### config.mk
export PLATFORM = sky130hd
export DESIGN_NAME = dist_fetch_unit
export DESIGN_NICKNAME = d
export VERILOG_FILES = /design/src/rtl/dist_pkg.sv /design/src/rtl/dist_word_reader.sv /design/src/rtl/dist_fetch_unit.sv
export SDC_FILE = /design/constraint.sdc
export NUM_CORES = 1
export LEC_CHECK = 0
export CAP_MARGIN = 30
export CORE_UTILIZATION = 54
export DETAILED_ROUTE_END_ITERATION = 8
export GPL_TIMING_DRIVEN = 0
export PLACE_DENSITY_LB_ADDON = 0.05
export SYNTH_ARGS = -nofsm -noshare
export SYNTH_HDL_FRONTEND = slang
export SYNTH_SLANG_ARGS = --single-unit
### constraint.sdc
create_clock -name clk -period 26.3 [get_ports clk]
set_input_delay 2.63 -clock clk [delete_from_list [all_inputs] [get_ports clk]]
set_output_delay 2.63 -clock clk [all_outputs]
set_load 0.01 [all_outputs]
### src/rtl/dist_pkg.sv
// Shared definitions for distribution fetch: state encodings, default
// geometry constants and the word address offset helper.
package dist_pkg;

  localparam int DIST_WORD_W    = 32;
  localparam int DIST_NUM_WORDS = 8;
  localparam int DIST_TIMEOUT   = 255;

  typedef enum logic [2:0] {
    ST_IDLE     = 3'd0,
    ST_REQ      = 3'd1,
    ST_WAIT     = 3'd2,
    ST_DATA_OUT = 3'd3,
    ST_ERROR    = 3'd4
  } dist_state_t;

  // Byte offset of word idx; one word spans WORD_W/32 32-bit lanes.
  function automatic logic [31:0] dist_word_offset(input logic [31:0] idx,
                                                   input int          word_w);
    return idx * 32'(4 * (word_w / 32));
  endfunction

endpackage

### src/rtl/dist_word_reader.sv
// Single-word read handshake: raises mem_req for the issue and wait
// cycles, holds the address captured at issue, qualifies acks and
// flags a timeout when the wait runs TIMEOUT cycles without an ack.
module dist_word_reader
  import dist_pkg::*;
#(
  parameter int TIMEOUT = DIST_TIMEOUT
) (
  input  logic        clk,
  input  logic        rst,
  input  logic        i_issue,
  input  logic        i_wait,
  input  logic [31:0] i_addr,
  input  logic        mem_ack,
  output logic        mem_req,
  output logic [31:0] mem_addr,
  output logic        o_ack,
  output logic        o_timeout
);

  localparam int TW = $clog2(TIMEOUT + 1);

  logic [TW-1:0] r_tmo;
  logic [31:0]   r_addr;
  logic          w_tmo_last;

  // An ack only counts once the request has been visible for a full
  // cycle, so an ack coinciding with the issue cycle is dropped.
  assign mem_req    = i_issue | i_wait;
  assign mem_addr   = i_issue ? i_addr : (i_wait ? r_addr : 32'h0);
  assign o_ack      = i_wait & mem_ack;
  assign w_tmo_last = (r_tmo == TW'(TIMEOUT - 1));
  assign o_timeout  = i_wait & ~mem_ack & w_tmo_last;

  // Capture the request address at issue so it stays put while waiting.
  always_ff @(posedge clk or posedge rst) begin
    if (rst) begin
      r_addr <= 32'h0;
    end else if (i_issue) begin
      r_addr <= i_addr;
    end
  end

  // Wait-cycle counter, restarted on every issue (the only way into WAIT).
  always_ff @(posedge clk or posedge rst) begin
    if (rst) begin
      r_tmo <= '0;
    end else if (i_issue) begin
      r_tmo <= '0;
    end else if (i_wait && !mem_ack && !w_tmo_last) begin
      r_tmo <= r_tmo + TW'(1);
    end
  end

endmodule

### src/rtl/dist_fetch_unit.sv
// Distribution fetch unit: on a decode request, reads NUM_WORDS words
// starting at rs1, assembles them into a buffer and publishes the whole
// distribution at once with a one-cycle valid, stalling the pipeline
// for the duration. A word that never acks aborts the fetch with a
// sticky error.
module dist_fetch_unit
  import dist_pkg::*;
#(
  parameter  int WORD_W    = DIST_WORD_W,
  parameter  int NUM_WORDS = DIST_NUM_WORDS,
  parameter  int TIMEOUT   = DIST_TIMEOUT,
  localparam int DIST_W    = WORD_W * NUM_WORDS
) (
  input  logic              clk,
  input  logic              rst,
  input  logic              DUCtrl,
  input  logic [31:0]       rs1,
  output logic              mem_req,
  output logic [31:0]       mem_addr,
  input  logic              mem_ack,
  input  logic [WORD_W-1:0] mem_rdata,
  output logic [DIST_W-1:0] DU_result,
  output logic              du_valid,
  output logic              du_clk_stall,
  output logic              du_error
);

  localparam int            CW   = (NUM_WORDS > 1) ? $clog2(NUM_WORDS) : 1;
  localparam logic [CW-1:0] LAST = CW'(NUM_WORDS - 1);

  generate
    if ((WORD_W < 32) || ((WORD_W % 32) != 0)) begin : g_bad_word_w
      $error("dist_fetch_unit: WORD_W must be a non-zero multiple of 32");
    end
    if (NUM_WORDS < 1) begin : g_bad_num_words
      $error("dist_fetch_unit: NUM_WORDS must be at least 1");
    end
    if (TIMEOUT < 1) begin : g_bad_timeout
      $error("dist_fetch_unit: TIMEOUT must be at least 1");
    end
  endgenerate

  dist_state_t       r_state;
  dist_state_t       w_next;
  logic [31:0]       r_base;
  logic [CW-1:0]     r_cnt;
  logic [DIST_W-1:0] r_buf;
  logic [DIST_W-1:0] w_buf_next;
  logic [DIST_W-1:0] r_result;
  logic              r_valid;
  logic              r_error;
  logic              w_accept;
  logic              w_is_last;
  logic              w_issue;
  logic              w_wait;
  logic              w_ack;
  logic              w_timeout;
  logic              w_stall;
  logic [31:0]       w_addr;

  assign w_issue   = (r_state == ST_REQ);
  assign w_wait    = (r_state == ST_WAIT);
  assign w_accept  = (r_state == ST_IDLE) && DUCtrl;
  assign w_is_last = (r_cnt == LAST);
  assign w_addr    = r_base + dist_word_offset(32'(r_cnt), WORD_W);

  dist_word_reader #(
    .TIMEOUT (TIMEOUT)
  ) u_reader (
    .clk       (clk),
    .rst       (rst),
    .i_issue   (w_issue),
    .i_wait    (w_wait),
    .i_addr    (w_addr),
    .mem_ack   (mem_ack),
    .mem_req   (mem_req),
    .mem_addr  (mem_addr),
    .o_ack     (w_ack),
    .o_timeout (w_timeout)
  );

  // State register.
  always_ff @(posedge clk or posedge rst) begin
    if (rst) begin
      r_state <= ST_IDLE;
    end else begin
      r_state <= w_next;
    end
  end

  // Next-state logic; unknown encodings fall back to IDLE. DUCtrl is
  // only looked at in IDLE, so requests during a fetch are dropped.
  always_comb begin
    w_next = ST_IDLE;
    case (r_state)
      ST_IDLE:     w_next = DUCtrl ? ST_REQ : ST_IDLE;
      ST_REQ:      w_next = ST_WAIT;
      ST_WAIT: begin
        if (w_ack) begin
          w_next = w_is_last ? ST_DATA_OUT : ST_REQ;
        end else if (w_timeout) begin
          w_next = ST_ERROR;
        end else begin
          w_next = ST_WAIT;
        end
      end
      ST_DATA_OUT: w_next = ST_IDLE;
      ST_ERROR:    w_next = ST_IDLE;
      default:     w_next = ST_IDLE;
    endcase
  end

  // Stall covers the whole fetch including the accepting IDLE cycle.
  always_comb begin
    w_stall = 1'b0;
    case (r_state)
      ST_REQ, ST_WAIT, ST_DATA_OUT, ST_ERROR: w_stall = 1'b1;
      ST_IDLE:                                w_stall = DUCtrl;
      default:                                w_stall = 1'b0;
    endcase
  end

  // Buffer image including the word being acked this cycle.
  always_comb begin
    w_buf_next = r_buf;
    if (w_ack) begin
      w_buf_next[r_cnt*WORD_W +: WORD_W] = mem_rdata;
    end
  end

  // Fetch bookkeeping: base/counter, word buffer and sticky error.
  always_ff @(posedge clk or posedge rst) begin
    if (rst) begin
      r_base  <= 32'h0;
      r_cnt   <= '0;
      r_buf   <= '0;
      r_error <= 1'b0;
    end else begin
      if (w_accept) begin
        r_base  <= rs1;
        r_cnt   <= '0;
        r_error <= 1'b0;
      end
      if (w_ack) begin
        r_buf <= w_buf_next;
        if (!w_is_last) begin
          r_cnt <= r_cnt + CW'(1);
        end
      end
      if (w_timeout) begin
        r_error <= 1'b1;
      end
    end
  end

  // Result and valid are loaded on the edge into DATA_OUT so the full
  // distribution and its pulse appear together, only in that cycle.
  always_ff @(posedge clk or posedge rst) begin
    if (rst) begin
      r_result <= '0;
      r_valid  <= 1'b0;
    end else begin
      r_valid <= 1'b0;
      if (w_ack && w_is_last) begin
        r_result <= w_buf_next;
        r_valid  <= 1'b1;
      end
    end
  end

  assign DU_result    = r_result;
  assign du_valid     = r_valid;
  assign du_error     = r_error;
  assign du_clk_stall = w_stall & ~rst;

endmodule

---- After elaboration in Yosys (flattened, before gate mapping) ----
Cells that the tools add are included.
Widths: inputs -> output; s select.
word-level totals
  input bits .............................. 68
  bits in writable memories ............... 0
  memories ................................ 0
  bits in latches ......................... 0
  output and inout port bits .............. 292
  flip-flop bits (word level) ............. 592
  memory bits (read-only) ................. 0
  word-level logic and storage cells ...... 56
operators by class
  bitwise logic cells ..................... 7
  $lt $le $gt $ge ......................... 0
  eq/ne operators ......................... 6
  divide/modulo/power cells ............... 0
  add/subtract/negate cells ............... 4
  reduce and logical (&&, ||, !) cells .... 10
  shift-type cells ........................ 2
  multiply operators ...................... 0
  mux-type cells .......................... 18
operator list
  operator                   number
  $bwmux 256                 1
  $mux 256                   1
  $shift 32x34->256 const A  1
  $shiftx 32x34->256         1
  $mux 32                    2
  $neg 8->34                 1
  $add 32x5->32              1
  $mux 8                     2
  $mux 3                     5
  $pmux 3 s3                 1
  $add 8x1->8 const B        1
  $eq 8x8->1 const B         1
  $eq 3x2->1 const B         2
  $eq 3x3->1 const B         2
  $and 1x1->1                4
  $logic_and 1x1->1          4
  $mux 1                     4
  $reduce_bool 2->1          2
  $reduce_or 4->1            1
  $add 3x1->3 const B        1
  $eq 3x1->1 const B         1
  $logic_not 3->1            1
  $logic_not 1->1            2
  $mux 2                     1
  3 further kinds            4

---- Logic depth before layout (Yosys ltp) ----
Gate-level depths: netlist of the first run.
  depth after elaboration ................. 6
  mapped depth ............................ 11
  gate-level depth less buffers ........... 8

---- Modules after synthesis ----
Synthesis of the first run repeated with hierarchy kept, for this count alone.
unflattened totals
  cells, all modules ...................... 2287
  area total of the unflattened synthesis .. 24184.4 um2
by module, submodules not included
  module            area an instance (um2)  sequential area each (um2)  cells each  instances
  dist_fetch_unit   22226.3                 13813.2                     2128        1
  dist_word_reader  1958.1                  1001.0                      159         1

---- Worst setup path before layout of the first run ----
Ideal clock, no wire load.
  path kind ............................... input -> output
  start point ............................. input DUCtrl
  end point ............................... output du_clk_stall
  stages .................................. 2
  path slack .............................. 20.707 ns
  data required time ...................... 23.670 ns
  arrival time ............................ 2.963 ns
  cells stage by stage .................... nor4_1 > nor3_1
on the way
  cells in the longest elaborated chain, start to end .. 2
ends and longest elaborated chain
  what         RTL line                text
  from (decl)  dist_fetch_unit.sv:16   input logic DUCtrl,
  $pmux 1 s2   dist_fetch_unit.sv:116  case (r_state)
  $and 1x1->1  dist_fetch_unit.sv:174  assign du_clk_stall = w_stall & ~rst;
  to (decl)    dist_fetch_unit.sv:24   output logic du_clk_stall,
No other way between the ends.

---- Worst setup path after layout of the first run ----
  start point ............................. input rst
  end point ............................... output du_clk_stall
on the way
  cells in the longest elaborated chain, start to end .. 2
ends and longest elaborated chain
  what         RTL line                text
  from (decl)  dist_fetch_unit.sv:15   input logic rst,
  $not 1->1    dist_fetch_unit.sv:174
  $and 1x1->1  dist_fetch_unit.sv:174
No other way between the ends.

==> results by group, run 1 <==
Run status
  – Outcome: finished, final reports clean

Floorplan
  – Core Region: 44220 um^2
  – Die area: approximately 46000 um^2
  – Cell Rows: between 70 and 80
  – Die W: about 210 um
  – Die extent in y: 213.7 um
  – I/O pins: between 300 and 400
  – Initial core utilization: between 50% and 60%

Critical path
  – CP top delay family: buffers and inverters
  – Critical Path, Cell by Cell: clkdlybuf4s50_1 -> nor3_1 -> clkdlybuf4s50_1
  – Critical Path Max Stage Delay: around 0.60 ns
  – CP Max Fanout: 2
  – Critical path startpoint category: input pin
  – Crit path required time: approximately 24 ns
  – Buf+Inv Stages, Crit Path: 2
  – R2r setup slk: roughly 23 ns
  – Cell count along the critical path: 3
  – CP arrival: approximately 4.2 ns
  – Worst r2r src: r_cnt[0]$_DFF_PP0_
  – CP endpoint: du_clk_stall
  – Worst path slowest cell: clkdlybuf4s50_1
  – Crit path capture type: output port
  – FF-to-FF End: DU_result[232]$_DFFE_PP0P_
  – R2R depth: 10
  – Critical Path Start: rst
  – Worst path most repeated cell: clkdlybuf4s50_1
  – Crit path kind: in -> out

Route
  – WL per Instance: around 22 um
  – Vias: about 18000
  – Via-per-instance ratio: between 5 and 6
  – Antenna-violating nets left: 0
  – Post-route DRC: 0
  – First drt pass iteration count: 5
  – Final WL: ~70000 um
  – Initial DRC count: roughly 1300

GRT
  – Met3 global-route usage: 6.429%
  – Initial antenna violation count: 5
  – Met2 usage: 50.58%
  – Total global routing overflow: 0
  – Total global-route track usage: around 31%
  – Global-route wire length before repair: roughly 100000 um
  – Pin count of the biggest net entering global routing: 135
  – GRT Max-Usage Layer: met2
  – Vias in the first global route: between 15000 and 20000
  – GRT met1 Usage: a little over two fifths

Synthesis
  – Netlist cell types: 49
  – Register area share after synthesis: 61.19%
  – YS warnings: 0
  – Synth Flop Type: dfrtp_1
  – Cell area after synthesis: 24210 um^2
  – EDFF count, synth: 0
  – Syn avg cell area: ~11 um^2
  – Post-synthesis cell count: around 2200
  – Synthesized flop and latch total: a little under 600
  – Synth Net Count: 2256
  – Post-synth ARST share: 100.0%

STA
  – Final Hold Fails: 0
  – F_max: 147.4 MHz
  – Fin crit share: roughly a quarter
  – Final slew viol count: 0
  – Clock Skew: 0.01765 ns
  – Max-slew headroom: a little over two fifths
  – Setup WS post-layout: just under 20 ns
  – Finish-stage setup viols: 0
  – Crit path time final: 6.786 ns
  – Worst-Margin Slew: 0.8701 ns
  – RSZ-0062 raised after global routing: no
  – Sum Neg Setup Slack: 0 ns

Finish
  – Area Overhead vs Synth: 27.06%
  – Non-filler cells, final: between 3000 and 4000
  – Final net count: ~2700
  – Fillers: ~3300
  – Share of layout cells above drive strength 1: between 10% and 20%

Clock tree
  – CTS tree: done
  – Post-CTS Hold Fix Bufs: 0
  – Clock tree buffer depth: 3
  – Clk sinks: about 590
  – Setup Buffers After CTS: 0
  – Root Buffer: clkbuf_16
  – Insertion delay to the later sink of the worst-skew pair: around 0.62 ns
  – CTS HTree Levels: 2
  – CTS Buf Count: 60
  – CTS resizes: 0
  – Clock-pin slew on the worst setup and hold paths: ~0.050 ns

Placement
  – Placed cells: 3131
  – GPL Wtd Cong: around 0.88
  – Placement Setup Slack: 19.52 ns
  – Port bufs: 359
  – Post-DP HPWL: around 50000 um

Pwr
  – Total power: roughly 2500 uW
  – Pleak: 0.01720 uW
  – Power per Cell Area: 81.52 nW/um^2
  – Maximum vdd drop: around 55 uV

Min path
  – Hold Path Class: reg -> reg

Job
  – Max cap viols: 0
-- worst register-to-register path, delay by kind of cell, from the launching register on --
family	cells	cell delay, ns
buf+inv	4	1.23
mux	1	0.22
fa+ha+maj	2	0.32
compound gates	1	0.09
simple gates	2	0.80
flops	1	0.44
-- cell type report --
cell class | instances | area (um^2) | area share (%)
Sequential cell | 592 | 14810 | 48.16
Multi-Input combinational cell | 1263 | 7934 | 25.79
Timing Repair Buffer | 365 | 3739 | 12.15
Clock buffer | 81 | 1723 | 5.601
Inverter | 204 | 773.2 | 2.514
Tap cell | 592 | 740.7 | 2.408
Buffer | 116 | 694.4 | 2.258
Clock inverter | 26 | 332.8 | 1.082
Antenna cell | 3 | 7.507 | 0.02441
-- Yosys cell counts (all sizes together), types with 3 or more instances --
master	n	area, um^2
a21o	12	90.09
a21oi	194	970.9
and2	32	200.2
and3	8	50.05
buf	84	574.3
clkbuf	32	120.1
dfrtp	592	14810
ha	12	150.1
inv	204	765.7
mux2	94	1164
mux2i	195	1952
nand2	210	788.3
nand2b	29	181.4
nand3	12	95.09
nand4	7	50.05
nor2	284	1076
nor3	13	65.06
nor4	14	87.58
o211ai	5	37.54
o21ai	85	470.5
or3	3	18.77
xnor2	24	210.2
xor2	6	52.55
-- layer usage --
layer,vias to the layer above,part of all wire [%]
li1,7924,-
met1,8946,43
met2,530,48
met3,100,6.7
met4,2,2.5
met5,-,0.019
-- flip-flops by register name, indices dropped and copies added (netlist names) --
signal and flops:
DU_result 256, u_reader.r_tmo 8, du_valid 1, r_state 3, u_reader.r_addr 32, r_buf 256, r_cnt 3, du_error 1
r_base 32
-- stage by stage --
step	util, %	cell area (um^2)	hold slack [ns]
3_5_place_dp	64.87	28690	0.4491
4_1_cts	69.52	30740	0.4640
2_1_floorplan	-	24210	0.4360
6_report	69.56	30760	0.4624
3_3_place_gp	64.54	28540	0.4445
5_1_grt	69.54	30750	0.4735
-- report_power, final --
group / switching (uW) / internal, uW
clock network: 358 / 526
logic: 343 / 216
registers: 60.3 / 1000
-- worst min path at each step --
stage	from	to	slack, ns	depth (start not counted)
2_1_floorplan	r_buf[128]$_DFFE_PP0N_	r_buf[128]$_DFFE_PP0N_	0.44	2
3_3_place_gp	r_buf[129]$_DFFE_PP0N_	r_buf[129]$_DFFE_PP0N_	0.44	2
3_5_place_dp	r_buf[139]$_DFFE_PP0N_	r_buf[139]$_DFFE_PP0N_	0.45	2
4_1_cts	r_buf[139]$_DFFE_PP0N_	r_buf[139]$_DFFE_PP0N_	0.46	2
5_1_grt	r_buf[139]$_DFFE_PP0N_	r_buf[139]$_DFFE_PP0N_	0.47	2
6_report	r_buf[128]$_DFFE_PP0N_	r_buf[128]$_DFFE_PP0N_	0.46	2
-- kinds of logic after synthesis --
| kind of cell | after synthesis | synth area share, % |
|---|---|---|
| xor gates and xnor gates | 30 | 1.085 |
| and+or+nand+nor | 627 | 11.38 |
| adders and majority gates | 13 | 0.7029 |
| DFF | 592 | 61.19 |
| muxes | 289 | 12.87 |
| AOI/OAI and AO/OA | 304 | 6.735 |
| buffers and inverters | 320 | 6.032 |
-- layout by cell type (no fill, tap or decap), types with 10 or more instances in the layout --
cell	count
a21o_1	12
a21oi_1	194
and2_1	32
buf_2	33
buf_4	44
clkbuf_1	41
clkbuf_16	62
clkbuf_8	10
clkdlybuf4s50_1	359
clkinv_2	12
dfrtp_1	592
ha_1	12
inv_1	203
mux2_2	66
mux2_4	28
mux2i_1	195
nand2_1	210
nand2b_1	29
nor2_1	282
nor3_1	13
nor4_1	14
o21ai_0	52
o21ai_1	21
o21ai_2	12
xnor2_1	24
No activity file was read; power rests on OpenSTA's default activity.
==> run 2, diff against run 1 <==
Clock period 26.3 ns to 6.3 ns, I/O delays scaled along.
==> results by group, run 2 (same netlist as run 1, synthesis figures left out) <==
Route
  – Initial DRC count: 1468 (+12%)
  – Antenna-violating nets left: 0 (unchanged)
  – Final WL: 70880 um (+1.1%)
  – Post-route DRC: 0 (unchanged)
  – Vias: 17635 (+0.76%)
  – WL per Instance: 21.81 um (+0.82%)
  – Via-per-instance ratio: 5.426 (+0.51%)
  – First drt pass iteration count: 8 (+3)

Critical path
  – R2r setup slk: 2.99 ns (-20.09 ns)
  – CP endpoint: mem_addr[29]
  – Crit path capture type: output port
  – Critical path startpoint category: register
  – Worst path slowest cell: clkdlybuf4s50_1
  – FF-to-FF End: DU_result[97]$_DFFE_PP0P_
  – R2R depth: 10 (unchanged)
  – Crit path required time: 5.67 ns (-18.00 ns)
  – Worst r2r src: r_cnt[0]$_DFF_PP0_
  – Critical Path, Cell by Cell: ha_1 -> a21o_1 -> o211ai_1 -> clkbuf_1 -> nor4_1 -> xnor2_1 -> o21ai_0 -> clkdlybuf4s50_1
  – CP arrival: 3.89 ns (-0.27 ns)
  – CP Max Fanout: 10 (+8)
  – Crit path kind: reg -> out
  – Critical Path Max Stage Delay: 0.62 ns (+0.02 ns)
  – Critical Path Start: r_cnt[1]$_DFF_PP0_

Placement
  – Port bufs: 359 (unchanged)
  – Placed cells: 3142 (+0.35%)
  – Dpl cell area: 28850 um^2 (+0.57%)
  – GPL Wtd Cong: 0.8979 (+1.9%)
  – Post-DP HPWL: 51630 um (+1.6%)

GRT
  – Total global routing overflow: 0 (unchanged)
  – Total global-route track usage: 31.76% (+0.49 points)
  – Vias in the first global route: 18047 (+2.1%)
  – Initial antenna violation count: 6 (+1)
  – Global-route wire length before repair: 106500 um (+1.6%)
  – Pin count of the biggest net entering global routing: 47 (-65%)

Finish
  – Area Overhead vs Synth: 27.40%
  – Register area: 14810 um^2 (unchanged)
  – Commonest non-fill, non-tap cell in the layout: dfrtp_1
  – Design Area, Final: 30840 um^2 (+0.27%)
  – Area of the multi-input gates: 7934 um^2 (unchanged)
  – Most frequent cells in the layout: dfrtp_1 (592), clkdlybuf4s50_1 (359), nor2_1 (282), nand2_1 (210), inv_1 (203)
  – Share of layout cells above drive strength 1: 11.94% (+0.27 points)
  – Non-filler cells, final: 3250 (+0.25%)
  – Fillers: 3366 (+0.99%)
  – Final net count: 2692 (+0.34%)

Job
  – Max cap viols: 0 (unchanged)

Pwr
  – Clock share of power: 34.3% (-0.9 points)
  – Sequential share of power: 42.9% (+0.4 points)
  – Maximum vdd drop: 236.3 uV (+330%)
  – Comb pwr share: 22.8% (+0.5 points)
  – Total power: 10380 uW (+310%)
  – Sw Share: 30.79% (+0.43 points)
  – Pleak: 0.01726 uW (+0.32%)
  – Power per Cell Area: 336.5 nW/um^2 (+310%)
  – Internal power: 7182 uW (+310%)
  – Sw power: 3196 uW (+320%)

Floorplan
  – Die W: 213.7 um (unchanged)
  – Die extent in y: 213.7 um (unchanged)
  – Core Region: 44220 um^2 (unchanged)
  – Cell Rows: 77 (unchanged)
  – I/O pins: 360 (unchanged)
  – Die area: 45680 um^2 (unchanged)
  – Initial core utilization: 54.74% (unchanged)

STA
  – Worst-Margin Slew: 0.9587 ns (+0.08859 ns)
  – Finish-stage setup viols: 0 (unchanged)
  – RSZ-0062 raised after global routing: no
  – Sum Neg Setup Slack: 0 ns (unchanged)
  – Clock Skew: 0.01844 ns (+0.0007979 ns)
  – Crit path time final: about 4.5 ns
  – Fin crit share: between 70% and 80%
  – Final slew viol count: 0 (unchanged)
  – Max-slew headroom: 35.85% (-5.9 points)
  – Final Hold Fails: 0 (unchanged)
  – F_max: between 200 and 250 MHz

Clock tree
  – CTS Buf Count: 59 (-1.7%)
  – Insertion delay to the later sink of the worst-skew pair: 0.63 ns (about the same)
  – Root Buffer: clkbuf_16
  – CTS HTree Levels: 2 (unchanged)
  – CTS resizes: 0 (unchanged)
  – Clock-pin slew on the worst setup and hold paths: 0.06 ns (about the same)
  – CTS tree: done
  – Post-CTS Hold Fix Bufs: 0 (unchanged)
  – Clk sinks: 592 (unchanged)
  – Clock tree buffer depth: 3 (unchanged)
  – Setup Buffers After CTS: 0 (unchanged)

Min path
  – Hold Crit Start: r_buf[129]$_DFFE_PP0N_
  – Hold Path Class: reg -> reg

Run status
  – Outcome: finished, final reports clean
==> run 2: changes by cell type in the layout (fill, tap and decap cells not counted), sizes merged <==
cell | before | now
inv | 204 | 205
clkinvlp | 5 | 2
bufinv | 7 | 2
clkbuf | 114 | 122
clkinv | 14 | 10
buf | 89 | 100
==> run 2: critical path, delay by kind of cell (launching register included) <==
| kind | cells | cell delay [ns] |
|---|---|---|
| flip-flops | 1 | 0.46 |
| adder cells (fa/ha/maj) | 1 | 0.30 |
| XOR/XNOR | 1 | 0.16 |
| buffers and inverters | 2 | 1.15 |
| AND/OR/NAND/NOR | 1 | 0.13 |
| AO/OA/AOI/OAI | 3 | 1.08 |
==> run 2: area by class of cell <==
class,instances,share of cell area (%)
Clock inverter,15,0.4747
Antenna cell,3,0.02434
Multi-Input combinational cell,1263,25.73
Timing Repair Buffer,375,12.64
Inverter,204,2.495
Clock buffer,90,5.952
Tap cell,592,2.402
Buffer,116,2.252
Sequential cell,592,48.03
==> run 2: worst min-delay path by stage <==
stage                        endpoint  slack, ns  depth (start not counted)
3_5_place_dp   r_buf[129]$_DFFE_PP0N_       0.45                          2
4_1_cts        r_buf[129]$_DFFE_PP0N_       0.46                          2
3_3_place_gp   r_buf[132]$_DFFE_PP0N_       0.44                          2
6_report       r_buf[129]$_DFFE_PP0N_       0.46                          2
2_1_floorplan  r_buf[128]$_DFFE_PP0N_       0.44                          2
5_1_grt        r_buf[156]$_DFFE_PP0N_       0.49                          2
==> run 2: metal layers <==
layer	global-route usage [%]	part of all wire [%]	up-vias
met3	6.825	7.5	131
met4	12.96	3.6	0
li1	-	-	7944
met5	0	0	-
met1	42.86	41	8934
met2	50.29	47	626
==> run 2: power by group through the flow <==
stage | logic [uW] | registers (uW) | clock network [uW]
6_report | 2360 | 4450 | 3560
5_1_grt | 2560 | 4490 | 3750
4_1_cts | 2360 | 4440 | 3610
3_5_place_dp | 2340 | 4510 | 0
3_3_place_gp | 2260 | 4500 | 0
2_1_floorplan | 1350 | 4470 | 0
==> run 2: metrics by stage <==
stage / setup slack (ns) / hold slack (ns) / utilization [%]
floorplan: -2.401 / 0.4360 / -
global placement: -5.685 / 0.4448 / 64.55
detailed placement: 2.489 / 0.4490 / 65.24
CTS: 1.826 / 0.4620 / 69.73
global route: 1.581 / 0.4920 / 69.73
finish: 1.777 / 0.4637 / 69.74
==> edit (settings of run 1) <==
Put one more register stage on the output `du_error`, with the module's reset. The value now appears one clock later. The other outputs are not delayed to match.
--- a/src/rtl/dist_fetch_unit.sv
+++ b/src/rtl/dist_fetch_unit.sv
@@ -171,5 +171,11 @@
   assign DU_result    = r_result;
   assign du_valid     = r_valid;
-  assign du_error     = r_error;
+  always_ff @(posedge clk or posedge rst) begin
+    if (rst) begin
+      du_error <= '0;
+    end else begin
+      du_error <= r_error;
+    end
+  end
   assign du_clk_stall = w_stall & ~rst;
 
Formal check against the unedited RTL: no difference found for any inputs over 4 cycles, from zero or initial values and one cycle with rst high; that may be too few to reach the edited logic, so the function may still have changed.
==> edit against run 1 <==
- final area fell by 0.12%
- setup slack worse by 0.0048 ns
- sequential cell count is 1 higher
- total power shrank 0.51%
- wire length fell by 0.52%
- area after synthesis up 0.10%
- clock skew increased by 0.0081 ns
- critical endpoint unchanged
- largest power group unchanged
- highest routed layer unchanged
==> edit: results <==
metrics = {
    "grt": {
        "grt_pass1_wl_mm": 104,
        "track_usage": 0.311,
        "met3_usage": 0.0751,
        "first_global_vias": 17700,
        "gr-usage-met2": 0.490,
        "use_met1": 0.420,
        "grt_max_degree": 120,
    },
    "yosys": {
        "yosys.area_share.xor_xnor": 0.0108,
        "synth_common_cells": "dfrtp_1 (593), nor2_1 (282), nand2_1 (210), inv_1 (204), mux2i_1 (195)",
        "yosys-top-cells-area": "dfrtp_1 (61%), mux2i_1 (8.1%), nor2_1 (4.4%), a21oi_1 (4.0%), nand2_1 (3.3%)",
        "syn_avg_cell_area_sq_um": 11.1,
        "synth_compound_area_frac": 0.0673,
        "synth_fp_nets": 2257,
        "synthMuxAreaShare": 0.129,
    },
    "finish": {
        "nClkBuffers": 84,
        "insertedDiodeCount": 1,
        "buf_share": 0.144,
        "seq_share": 0.483,
        "numSequentialCells": 593,
        "fillCellCount": 3357,
        "layout-drive-gt1-share": 0.116,
    },
    "timing": {
        "finClkSkew_ns": 0.0257,
        "slew_headroom": 0.309,
    },
    "power_and_ir_drop": {
        "power.switching_uw": 763,
        "peakVddDrop_mv": 0.0619,
        "p_clk_frac": 0.347,
    },
    "route": {
        "met1_length_mm": 29.2,
        "dr_wl_met2_mm": 32.9,
        "wl_per_cell_microns": 21.5,
        "met3_wirelength_mm": 5.16,
        "routed_wl_mm": 69.8,
    },
    "outcome": {
        "status": "completed",
    },
    "place": {
        "place_inst": 3132,
    },
    "clock_tree": {
        "cts_buffers": 58,
    },
}
==> edit: changes by cell type after synthesis, sizes merged <==
cell | run 1 | this run
dfrtp | 592 | 593
==> edit: worst paths after layout <==
kind / startpoint / endpoint / slack, ns / depth (start not counted)
min: r_error$_DFFE_PP0P_ / du_error$_DFF_PP0_ / 0.38 / 0
max: rst / du_clk_stall / 19.51 / 3
min in group asynchronous: rst / u_reader.r_tmo[2]$_DFFE_PP0P_ / 2.57 / 2
max in group asynchronous: rst / DU_result[180]$_DFFE_PP0P_ / 22.25 / 4
min reg2reg: r_error$_DFFE_PP0P_ / du_error$_DFF_PP0_ / 0.38 / 0
max reg2reg: r_cnt[0]$_DFF_PP0_ / DU_result[105]$_DFFE_PP0P_ / 22.97 / 10
==> edit: through the flow <==
step / hold WS, ns / area, sq um
after CTS: 0.378 / 30700
after detailed placement: 0.371 / 28700
after global routing: 0.387 / 30700
after floorplan: 0.354 / 24200
final: 0.376 / 30700
after global placement: 0.362 / 28600
